$ cat config.mk
export PLATFORM = sky130hd
export DESIGN_NAME = vga_rx_monitor
export DESIGN_NICKNAME = d
export VERILOG_FILES = /design/src/rtl/vga_rx_monitor.sv
export SDC_FILE = /design/constraint.sdc
export NUM_CORES = 1
export LEC_CHECK = 0
export BUFFER_PORTS_ARGS = -buffer_cell sky130_fd_sc_hd__buf_4
export CAP_MARGIN = 20
export CELL_PAD_IN_SITES_DETAIL_PLACEMENT = 0
export CELL_PAD_IN_SITES_GLOBAL_PLACEMENT = 1
export CORE_UTILIZATION = 45
export DETAILED_ROUTE_END_ITERATION = 16
export PLACE_DENSITY_LB_ADDON = 0.1
export SETUP_SLACK_MARGIN = 0.05
export SYNTH_ARGS = -nofsm -noshare
export SYNTH_HDL_FRONTEND = slang
export SYNTH_SLANG_ARGS = --single-unit
export TNS_END_PERCENT = 10
$ cat constraint.sdc
create_clock -name clk -period 5.3 [get_ports clk]
set_clock_uncertainty 0.15 [all_clocks]
set_input_delay 1.06 -clock clk [delete_from_list [all_inputs] [get_ports clk]]
set_output_delay 1.06 -clock clk [all_outputs]
set_load 0.005 [all_outputs]
$ cat src/rtl/vga_rx_monitor.sv
// VGA receive monitor: measures line/frame timing, locks to the expected raster
// and reports per-pixel coordinates and colour two cycles after the input sample.
module vga_rx_monitor #(
  parameter int H_TOTAL     = 800,
  parameter int V_TOTAL     = 525,
  parameter int H_ACTIVE    = 640,
  parameter int V_ACTIVE    = 480,
  parameter int LOCK_FRAMES = 2
) (
  input  logic        clk,
  input  logic        reset,
  input  logic        iVGA_H_SYNC,
  input  logic        iVGA_V_SYNC,
  input  logic        iVGA_BLANK,
  input  logic [9:0]  iVGA_R,
  input  logic [9:0]  iVGA_G,
  input  logic [9:0]  iVGA_B,
  output logic [9:0]  oR,
  output logic [9:0]  oG,
  output logic [9:0]  oB,
  output logic [9:0]  oX,
  output logic [9:0]  oY,
  output logic        oPixel_valid,
  output logic        oFrame_start,
  output logic        oLocked,
  output logic [2:0]  oErr,
  output logic [10:0] oH_meas,
  output logic [9:0]  oV_meas
);

  localparam logic [10:0] HT    = 11'(H_TOTAL);
  localparam logic [9:0]  VT    = 10'(V_TOTAL);
  localparam logic [9:0]  HA    = 10'(H_ACTIVE);
  localparam logic [9:0]  VA    = 10'(V_ACTIVE);
  localparam logic [7:0]  LF    = 8'(LOCK_FRAMES);
  localparam logic [10:0] H_SAT = '1;
  localparam logic [9:0]  V_SAT = '1;

  typedef enum logic [1:0] {SEARCH, SYNC, LOCKED} state_t;

  logic        r_hs, r_vs, r_blank, r_hs_d, r_vs_d, r_blank_d;
  logic [9:0]  r_r, r_g, r_b;
  logic [10:0] r_hcnt;
  logic [9:0]  r_vcnt;
  logic        r_lines_ok, r_first;
  logic [7:0]  r_good;
  state_t      r_state;

  logic        w_hs_fall, w_vs_fall, w_blank_rise;
  logic [10:0] w_hlen;
  logic        w_line_bad, w_hs_stuck, w_frame_bad, w_frame_ok;
  logic [9:0]  w_x_nxt, w_y_nxt;
  logic        w_first_nxt, w_ovf, w_valid;

  // Idle values of 1 keep the edge detectors quiet coming out of reset.
  always_ff @(posedge clk) begin
    if (reset) begin
      r_hs      <= 1'b1;
      r_vs      <= 1'b1;
      r_blank   <= 1'b1;
      r_hs_d    <= 1'b1;
      r_vs_d    <= 1'b1;
      r_blank_d <= 1'b1;
      r_r       <= '0;
      r_g       <= '0;
      r_b       <= '0;
    end else begin
      r_hs      <= iVGA_H_SYNC;
      r_vs      <= iVGA_V_SYNC;
      r_blank   <= iVGA_BLANK;
      r_hs_d    <= r_hs;
      r_vs_d    <= r_vs;
      r_blank_d <= r_blank;
      r_r       <= iVGA_R;
      r_g       <= iVGA_G;
      r_b       <= iVGA_B;
    end
  end

  assign w_hs_fall    = r_hs_d & ~r_hs;
  assign w_vs_fall    = r_vs_d & ~r_vs;
  assign w_blank_rise = r_blank & ~r_blank_d;
  assign w_hlen       = (r_hcnt == H_SAT) ? H_SAT : r_hcnt + 11'd1;
  assign w_line_bad   = w_hs_fall && (w_hlen != HT);
  assign w_hs_stuck   = !w_hs_fall && (r_hcnt == H_SAT);
  assign w_frame_bad  = w_vs_fall && (r_vcnt != VT);
  // A sync edge coinciding with VS closes the last line of the old frame.
  assign w_frame_ok   = r_lines_ok && !w_line_bad && (r_vcnt == VT);

  always_ff @(posedge clk) begin
    if (reset) begin
      r_hcnt     <= '0;
      r_vcnt     <= '0;
      r_lines_ok <= 1'b0;
      oH_meas    <= '0;
      oV_meas    <= '0;
    end else begin
      if (w_hs_fall) begin
        r_hcnt  <= '0;
        oH_meas <= w_hlen;
      end else if (r_hcnt != H_SAT) begin
        r_hcnt <= r_hcnt + 11'd1;
      end
      if (w_vs_fall) begin
        oV_meas    <= r_vcnt;
        r_vcnt     <= w_hs_fall ? 10'd1 : 10'd0;
        r_lines_ok <= 1'b1;
      end else begin
        if (w_hs_fall && r_vcnt != V_SAT) r_vcnt <= r_vcnt + 10'd1;
        if (w_line_bad || w_hs_stuck) r_lines_ok <= 1'b0;
      end
    end
  end

  always_comb begin
    w_x_nxt     = oX;
    w_y_nxt     = oY;
    w_first_nxt = r_first;
    if (w_vs_fall) begin
      w_y_nxt     = '0;
      w_first_nxt = 1'b1;
    end
    if (w_blank_rise) begin
      w_x_nxt = '0;
      if (w_first_nxt) w_first_nxt = 1'b0;
      else if (w_y_nxt != VA) w_y_nxt = w_y_nxt + 10'd1;
    end else if (r_blank && oX != HA) begin
      w_x_nxt = oX + 10'd1;
    end
  end

  assign w_ovf   = r_blank && (w_x_nxt == HA || w_y_nxt == VA);
  assign w_valid = r_blank && !w_ovf;

  always_ff @(posedge clk) begin
    if (reset) begin
      oX           <= '0;
      oY           <= '0;
      r_first      <= 1'b0;
      oPixel_valid <= 1'b0;
      oR           <= '0;
      oG           <= '0;
      oB           <= '0;
      oFrame_start <= 1'b0;
    end else begin
      oX           <= w_x_nxt;
      oY           <= w_y_nxt;
      r_first      <= w_first_nxt;
      oPixel_valid <= w_valid;
      oR           <= w_valid ? r_r : 10'd0;
      oG           <= w_valid ? r_g : 10'd0;
      oB           <= w_valid ? r_b : 10'd0;
      oFrame_start <= w_vs_fall;
    end
  end

  always_ff @(posedge clk) begin
    if (reset) begin
      r_state <= SEARCH;
      r_good  <= '0;
      oLocked <= 1'b0;
      oErr    <= '0;
    end else begin
      if (w_ovf) oErr[2] <= 1'b1;
      case (r_state)
        SEARCH: if (w_vs_fall) begin
          r_state <= SYNC;
          r_good  <= '0;
        end
        SYNC: if (w_vs_fall) begin
          if (!w_frame_ok) begin
            r_good <= '0;
          end else if (r_good + 8'd1 >= LF) begin
            r_state <= LOCKED;
            r_good  <= '0;
            oLocked <= 1'b1;
          end else begin
            r_good <= r_good + 8'd1;
          end
        end
        LOCKED: begin
          if (w_line_bad || w_hs_stuck) oErr[0] <= 1'b1;
          if (w_frame_bad) oErr[1] <= 1'b1;
          if (w_line_bad || w_hs_stuck || w_frame_bad) begin
            r_state <= SEARCH;
            oLocked <= 1'b0;
          end
        end
        default: begin
          r_state <= SEARCH;
          oLocked <= 1'b0;
        end
      endcase
    end
  end

endmodule

==> impl_metrics.csv, run 1 <==
group,metric,value,unit
die,rows,41,
die,die_h,116.2,um
sta,finalWorstSetupSlack,1923,ps
synth,syn-num-nets,659,
global_route,grt_first_pass_wirelength,20870,um
routing,ant_nets,0,
setup_path,start_kind,"flop",
power,p_seq_frac,0.463,
flow_run,cap_viol_max_count,0,
global_route,track_usage,0.2013,
die,fp.dieW,116.2,um
clock_network,root_buffer,"clkbuf_16",
placement,port_buffers,111,
die,start_util,0.4629,
outcome,outcome,"complete, no violations",
die,io-pin-count,112,
global_route,grt_pass1_vias,4427,
synth,synth_edf_count,0,
sta,tightest_slew,798.5,ps
routing,drtPass1Iterations,4,
synth,ys_seq_area_frac,0.4983,
clock_network,post_cts_buffers,0,
power,power.switching,0.5265,mW
clock_network,clkSlewWorstSetupHoldPaths,60,ps
routing,drtIter0Drc,247,
setup_path,cp.arrival,3520,ps
synth,synthTopCellsByArea,"dfxtp_1 50%, nor3_2 5.1%, nand2_1 4.4%, nor2b_1 3.7%, nor2_1 3.7%",
synth,synth_area,5866,um2
finish,drive_gt1_frac,0.2678,
power,power_frac_clock,0.484,
sta,fmax,0.2961,GHz
synth,synth_top_area_frac,0.4983,
setup_path,reg2reg_depth,11,
synth,ys_async_sr_fraction,0,
power,p_per_area,335.6,nW/um2
setup_path,cp_slowest_cell,"nand2b_1",
clock_network,cts_tree,"yes",
finish,final_nets,763,
sta,fin_crit_sh,0.6372,
setup_path,max_stage_delay,600,ps
clock_network,postCtsHoldBufs,0,
sta,slew_headroom,0.4657,
die,core,12670,um2
power,leakage,3.167,nW
global_route,grt_max_degree,55,
global_route,grt_antenna_before_repair,0,
sta,setup_viol,0,
setup_path,worst_ep_required_time,5440,ps
placement,dp_slack,1909,ps
synth,ys_warn_count,0,
clock_network,worstSkewPairLatency,420,ps
finish,n_antenna_cell,0,
sta,grt_setup_unrepaired,"false",
routing,finalWirelength,12860,um
clock_network,cts_resized,0,
global_route,overflow,0,
routing,vias_per_cell,5.145,
clock_network,cts.sinks,146,
synth,synth_top_area_cell,"dfxtp_1",
setup_path,path_class,"reg -> reg",
power,internal-power,1.951,mW
clock_network,cts_inserted_buffers,17,
setup_path,crit_fanout,31,
sta,layout_min_cycle_time,3377,ps
placement,dpl.hpwl,8628,um
synth,ys.flop_type,"dfxtp_1",
worst_hold_path,hold_path.class,"reg -> reg",
worst_hold_path,min_path_cells,2,
finish,n_fill_cell,1143,
die,dieArea,13500,um2
sta,hold_viol_final,0,
synth,syn_avg_cell_area,9.538,um2
finish,synthToLayoutAreaGrowth,25.83,%
sta,finalSetupTns,0,ps
routing,drc,0,
sta,drv_slew,0,
clock_network,htree_levels,4,
synth,synth_cells,615,
placement,globalplace.congestion,0.8595,
synth,synth.distinct_cells,68,
synth,ys_seq_elements,146,
power,vdd_drop_max,0.3783,mV
routing,avgRoutedWirePerCell,14.23,um
setup_path,r2r_slack,1920,ps
power,p_sw_frac,0.2125,
clock_network,clk_path_buf_depth,2,
power,pwr-share-comb,0.053,
setup_path,end_kind,"flop",
routing,num_vias,4651,
setup_path,cp_cell_sequence,"nand2b_1, nand2_1, inv_1, ha_1, nand4_1, or3_4, xnor2_2, o2111ai_2, nor3_4, buf_4, nor3_1",
[cells in the final DEF, fill, tap and decap left out, types with 2 or more instances in the layout]
cell,count
ha_1,9
and4_1,9
xor2_1,6
nor3_4,2
nor3_2,30
a21oi_1,22
nand4_1,11
o211ai_1,2
clkbuf_8,2
o21ai_0,12
nor3_1,11
and2_1,11
nor4_1,7
xnor2_1,24
nand2b_1,5
inv_1,16
or3_1,3
mux2i_1,3
and3_1,5
o21a_1,3
clkbuf_1,2
a211oi_1,3
clkinvlp_4,2
a31oi_1,8
nor2_1,57
dfxtp_1,146
o2111ai_1,2
clkinv_2,6
nand2_1,69
clkbuf_16,17
a41o_1,2
nand3_1,17
buf_4,114
or2_2,5
a21o_1,7
a22o_1,10
nor2b_1,35
bufinv_16,3
[power groups by stage]
stage / clock network [mW] / registers [mW] / logic (mW)
2_1_floorplan: 0 / 1.17 / 0.0741
3_3_place_gp: 0 / 1.17 / 0.130
3_5_place_dp: 0 / 1.17 / 0.132
4_1_cts: 1.23 / 1.15 / 0.133
5_1_grt: 1.28 / 1.15 / 0.147
6_report: 1.20 / 1.15 / 0.131
[critical path, delay by kind of cell, from the launching register on]
family          cells  cell delay [ps]
simple gates        6             1590
compound gates      1              180
fa+ha+maj           1              260
flops               1              340
xor+xnor            1              150
buf+inv             2              540
[final timing paths]
kind / start / to
setup / recovery: r_vs / oB[0]
hold / removal: r_b[0] / oB[0]
setup reg to reg: r_vs / oB[0]
hold reg to reg: r_b[0] / oB[0]
[cells in the mapped netlist (5+ instances only)]
| cell type | instances |
|---|---|
| a21o_1 | 7 |
| a21oi_1 | 22 |
| a22o_1 | 10 |
| a31oi_1 | 8 |
| and2_1 | 11 |
| and3_1 | 5 |
| and4_1 | 9 |
| buf_4 | 5 |
| clkbuf_1 | 18 |
| dfxtp_1 | 146 |
| ha_1 | 9 |
| inv_1 | 16 |
| nand2_1 | 69 |
| nand2b_1 | 5 |
| nand3_1 | 17 |
| nand4_1 | 11 |
| nor2_1 | 58 |
| nor2b_1 | 35 |
| nor3_1 | 11 |
| nor3_2 | 30 |
| nor4_1 | 7 |
| o21ai_0 | 12 |
| or2_2 | 5 |
| xnor2_1 | 24 |
| xor2_1 | 6 |
[flip-flops by register name, indices dropped and copies added (netlist names), 8 cells and up]
signal   cells
r_good       8
oG          10
r_r         10
oY          10
oX          10
oH_meas     11
oB          10
r_hcnt      11
r_vcnt      10
oR          10
r_b         10
r_g         10
oV_meas     10
[kinds of logic (layout without fill, tap and decap cells)]
family | after synthesis | after routing | share of synthesized area
adder cells (fa/ha/maj) | 9 | 9 | 0.01920
flip-flops | 146 | 146 | 0.4983
buffers and inverters | 46 | 163 | 0.03711
AO/OA/AOI/OAI | 86 | 86 | 0.1022
multiplexers | 4 | 4 | 0.007039
XOR/XNOR | 31 | 31 | 0.04757
AND/OR/NAND/NOR | 293 | 293 | 0.2886
[layout make-up]
cell class,count,area [um2],area share
timing repair buffer,114,855.8,0.1160
tap,172,215.2,0.02916
clock inverter,11,135.1,0.01831
clock buffer,21,460.4,0.06238
inverter,17,63.81,0.008646
multi-input combinational,423,2728,0.3696
sequential,146,2923,0.3960
[layer usage]
metal	global-route usage	wire, um
met5	0	0
met4	0.08718	213
met3	0.05449	596
met2	0.3413	6116
met1	0.2399	5935
[stage by stage]
stage | instance area, um2 | power, mW | util | hold slack (ps) | instances
after detailed placement | 6785 | 1.302 | 0.5355 | 254.5 | 872
after floorplan | 5866 | 1.242 | - | 249.7 | 615
after CTS | 7381 | 2.512 | 0.5825 | 261.4 | 904
after global routing | 7381 | 2.575 | 0.5825 | 288.2 | 904
after global placement | 6785 | 1.299 | 0.5355 | 255.4 | 872
final | 7381 | 2.477 | 0.5825 | 259.0 | 904
No activity file was read; power rests on OpenSTA's default activity.
==> run 2: changes to the inputs <==
--- a/config.mk
+++ b/config.mk
@@ -9,7 +9,7 @@
 export CAP_MARGIN = 20
 export CELL_PAD_IN_SITES_DETAIL_PLACEMENT = 0
 export CELL_PAD_IN_SITES_GLOBAL_PLACEMENT = 1
-export CORE_UTILIZATION = 45
+export CORE_UTILIZATION = 38
 export DETAILED_ROUTE_END_ITERATION = 16
 export PLACE_DENSITY_LB_ADDON = 0.1
 export SETUP_SLACK_MARGIN = 0.05
==> constraint.sdc (replaced) <==
create_clock -name clk -period 3 [get_ports clk]
set_clock_uncertainty 0.15 [all_clocks]
set_input_delay 0.6 -clock clk [delete_from_list [all_inputs] [get_ports clk]]
set_output_delay 0.6 -clock clk [all_outputs]
set_load 0.005 [all_outputs]
==> impl_metrics.csv, run 2 (synthesis results as in run 1) <==
group,metric,value,unit
setup_path,crit_fanout,31,
routing,finalWirelength,13290,um
die,start_util,0.3873,
power,vdd_drop_max,0.4077,mV
routing,num_vias,4702,
finish,register_area,2923,um2
setup_path,cp.arrival,2890,ps
clock_network,cts_resized,0,
setup_path,max_stage_delay,320,ps
finish,instances_no_fill,930,
sta,finalSetupTns,0,ps
flow_run,cap_viol_max_count,0,
setup_path,path_common_cell,"nand2b_1",
sta,hold_viol_final,0,
outcome,outcome,"complete, no violations",
die,die_h,126.2,um
global_route,grt_pass1_vias,4608,
clock_network,cts_tree,"yes",
routing,drtIter0Drc,223,
routing,ant_nets,0,
clock_network,root_buffer,"clkbuf_16",
placement,port_buffers,111,
finish,synthToLayoutAreaGrowth,28.73,%
clock_network,htree_levels,4,
die,rows,45,
power,power.total,4.548,mW
routing,drtPass1Iterations,4,
die,io-pin-count,112,
global_route,grt_antenna_before_repair,0,
setup_path,start_kind,"flop",
placement,dpl.cell_count,898,
routing,vias_per_cell,5.056,
sta,drv_slew,0,
finish,final_cell_mix,"146 x dfxtp_1, 122 x buf_4, 69 x nand2_1",
power,p_per_area,602.4,nW/um2
sta,tightest_slew,598.8,ps
global_route,track_usage,0.1750,
global_route,grt_first_pass_wirelength,22350,um
setup_path,end_kind,"flop",
finish,n_antenna_cell,0,
die,core,15150,um2
setup_path,worst_ep_required_time,3150,ps
sta,slew_headroom,0.6003,
setup_path,cp_cell_sequence,"nand2b_1, and2_1, ha_1, nand2b_1, a211o_2, o311ai_0, nand4_1, nor3_4, buf_12, nor3_1",
routing,drc,0,
sta,fmax,0.3658,GHz
routing,avgRoutedWirePerCell,14.29,um
setup_path,path_class,"reg -> reg",
clock_network,cts.sinks,146,
clock_network,worstSkewPairLatency,420,ps
power,leakage,3.240,nW
finish,drive_gt1_frac,0.2790,
sta,fin_crit_sh,0.9111,
finish,final_nets,773,
clock_network,cts_inserted_buffers,17,
clock_network,clk_path_buf_depth,2,
finish,n_fill_cell,1402,
finish,largest_registers,"oH_meas x11, r_hcnt x11",
die,fp.dieW,126.2,um
global_route,overflow,0,
worst_hold_path,hold_path.class,"in -> reg",
sta,grt_setup_unrepaired,"false",
sta,setup_viol,0,
placement,dpl.hpwl,9246,um
clock_network,clkSlewWorstSetupHoldPaths,60,ps
finish,multi_input_area,2728,um2
clock_network,postCtsHoldBufs,0,
clock_network,post_cts_buffers,0,
global_route,grt_max_degree,33,
sta,layout_min_cycle_time,2733,ps
finish,final_common_cell,"dfxtp_1",
setup_path,cp_slowest_cell,"dfxtp_1",
placement,globalplace.congestion,0.8470,
die,dieArea,15940,um2
[run 2: changes by cell type in the layout (fill, tap and decap cells not counted)]
| cell | change |
|---|---|
| buf_12 | +2 |
| clkbuf_8 | +1 |
| clkinv_2 | -5 |
| clkinv_4 | +2 |
| inv_6 | +2 |
| bufinv_16 | +1 |
| buf_4 | +8 |
| clkbuf_1 | -1 |
[run 2: worst max-delay path, delay by kind of cell, from the launching register on]
family	cells	cell delay, ps
buffers and inverters	1	250
AO/OA/AOI/OAI	2	400
adder cells (fa/ha/maj)	1	320
flip-flops	1	320
AND/OR/NAND/NOR	6	1150
[run 2: final timing paths]
check                             end  depth (start not counted)  slack [ps]         from
worst max register to register  oB[0]                         10         270         r_vs
worst min register to register  oB[0]                          2         270       r_b[0]
worst max-delay path            oB[0]                         10         270         r_vs
worst min-delay path             r_hs                          2         210  iVGA_H_SYNC
[run 2: power by group]
group          internal [mW]  switching (mW)  total [mW]
clock                   1.46           0.814        2.28
combinational          0.119           0.128       0.246
sequential              2.00          0.0287        2.02
[run 2: layer usage]
metal,vias to the layer above,share of wire,GRT usage
li1,2355,-,-
met1,2222,0.47,0.2180
met2,112,0.47,0.2847
met3,13,0.045,0.04928
met4,0,0.013,0.07158
met5,-,0,0
[run 2: area by class of cell]
cell class,count,share of cell area
Sequential cell,146,0.3871
Multi-Input combinational cell,423,0.3612
Timing Repair Buffer,124,0.1266
Clock buffer,21,0.06230
Tap cell,188,0.03115
Clock inverter,11,0.02320
Inverter,17,0.008451
[run 2: stage by stage]
step	util	hold slack [ps]	setup WS, ps	cell area (um2)
floorplan	-	249.7	167.0	5866
global placement	0.4559	257.9	373.8	6905
detailed placement	0.4559	256.7	276.0	6905
CTS	0.4986	194.9	264.2	7551
global route	0.4986	201.5	80.00	7551
finish	0.4986	211.0	266.6	7551
==> run 3: changes to the inputs <==
--- a/config.mk
+++ b/config.mk
@@ -10,7 +10,9 @@
 export CELL_PAD_IN_SITES_DETAIL_PLACEMENT = 0
 export CELL_PAD_IN_SITES_GLOBAL_PLACEMENT = 1
 export CORE_UTILIZATION = 38
+export CTS_BUF_LIST = sky130_fd_sc_hd__clkbuf_16
 export DETAILED_ROUTE_END_ITERATION = 16
+export GPL_ROUTABILITY_DRIVEN = 0
 export PLACE_DENSITY_LB_ADDON = 0.1
 export SETUP_SLACK_MARGIN = 0.05
 export SYNTH_ARGS = -nofsm -noshare
==> impl_metrics.csv, run 3 (synthesis results as in run 1) <==
group,metric,value,unit
placement,dpl.cell_count,898,
routing,finalWirelength,13310,um
sta,tightest_slew,599.0,ps
die,io-pin-count,112,
clock_network,cts.sinks,146,
routing,ant_nets,0,
sta,slew_headroom,0.6002,
finish,final_common_cell,"dfxtp_1",
die,rows,45,
global_route,grt_pass1_vias,4609,
clock_network,post_cts_buffers,0,
finish,final_nets,773,
setup_path,startpoint,"r_vs",
clock_network,htree_levels,4,
die,die_h,126.2,um
sta,drv_slew,0,
clock_network,cts_inserted_buffers,17,
clock_network,root_buffer,"clkbuf_16",
clock_network,cts_resized,0,
finish,largest_registers,"oH_meas x11, r_hcnt x11",
setup_path,path_class,"reg -> reg",
setup_path,start_kind,"flop",
outcome,outcome,"complete, no violations",
global_route,track_usage,0.1743,
setup_path,end_kind,"flop",
sta,layout_min_cycle_time,2725,ps
routing,drtIter0Drc,208,
global_route,grt_max_degree,33,
clock_network,clk_path_buf_depth,2,
setup_path,cp.arrival,2880,ps
power,leakage,3.227,nW
global_route,overflow,0,
routing,drtPass1Iterations,4,
die,start_util,0.3873,
setup_path,crit_fanout,31,
routing,drc,0,
placement,port_buffers,111,
flow_run,cap_viol_max_count,0,
sta,fmax,0.3670,GHz
sta,hold_viol_final,0,
global_route,grt_first_pass_wirelength,22270,um
die,fp.dieW,126.2,um
power,power.total,4.463,mW
power,p_per_area,593.4,nW/um2
finish,synthToLayoutAreaGrowth,28.22,%
clock_network,worstSkewPairLatency,420,ps
routing,vias_per_cell,5.068,
sta,finalSetupTns,0,ps
setup_path,worst_ep_required_time,3150,ps
clock_network,postCtsHoldBufs,0,
setup_path,timing.rr.start,"r_vs",
sta,grt_setup_unrepaired,"false",
power,vdd_drop_max,0.4076,mV
clock_network,cts_tree,"yes",
worst_hold_path,min_from,"iVGA_H_SYNC",
global_route,grt_antenna_before_repair,0,
routing,num_vias,4713,
worst_hold_path,min_path_cells,2,
finish,instances_no_fill,930,
die,dieArea,15940,um2
setup_path,reg2reg_depth,10,
die,core,15150,um2
finish,final_cell_mix,"146 x dfxtp_1, 122 x buf_4, 69 x nand2_1",
routing,avgRoutedWirePerCell,14.31,um
finish,n_antenna_cell,0,
placement,dpl.hpwl,9246,um
clock_network,clkSlewWorstSetupHoldPaths,60,ps
sta,fin_crit_sh,0.9082,
finish,drive_gt1_frac,0.2749,
worst_hold_path,hold_path.class,"in -> reg",
sta,setup_viol,0,
-- run 3: changes by cell type in the layout (fill, tap and decap cells not counted) --
cell and delta:
clkbuf_1 -1, inv_1 +1, clkbuf_8 -3, clkinv_1 +3
-- run 3: final timing paths --
| check | endpoint | slack, ps |
|---|---|---|
| max | oB[0] | 280 |
| min | r_hs | 210 |
| max reg2reg | oB[0] | 280 |
| min reg2reg | oB[0] | 270 |
-- run 3: report_power, final --
| part | switching [mW] | total (mW) | internal [mW] |
|---|---|---|---|
| sequential | 0.0287 | 2.02 | 2.00 |
| clock | 0.809 | 2.19 | 1.38 |
| combinational | 0.128 | 0.246 | 0.119 |
-- run 3: critical path: stages (launching register included) --
cell and delay, ps:
dfxtp_1 350, nand2b_1 180, and2_1 170, ha_1 290, nand4_1 180, or3_4 380, xnor2_2 170, o2111ai_2 190
nor3_4 200, buf_12 250, nor3_1 80
-- run 3: per-stage QoR --
| step | worst slack, ps | hold WS [ps] | util | cell area [um2] |
|---|---|---|---|---|
| 4_1_cts | 264.2 | 194.9 | 0.4966 | 7521 |
| 3_3_place_gp | 373.8 | 257.9 | 0.4559 | 6905 |
| 5_1_grt | 80.00 | 201.5 | 0.4966 | 7521 |
| 2_1_floorplan | 167.0 | 249.7 | - | 5866 |
| 3_5_place_dp | 276.0 | 256.7 | 0.4559 | 6905 |
| 6_report | 275.4 | 211.3 | 0.4966 | 7521 |
-- run 3: layout make-up --
type,count,area [um2]
inverters,17,63.81
flip-flops and latches,146,2923
repair buffers,124,955.9
clock buffers,17,425.4
fillers,1401,7625
multi-input cells,423,2728
clock inverters,15,190.2
well taps,188,235.2
-- run 3: per-layer routing --
layer,GRT usage,share of wire,vias up
li1,-,-,2355
met1,0.2169,0.47,2236
met2,0.2834,0.47,109
met3,0.04928,0.043,13
met4,0.07158,0.013,0
met5,0,0,-
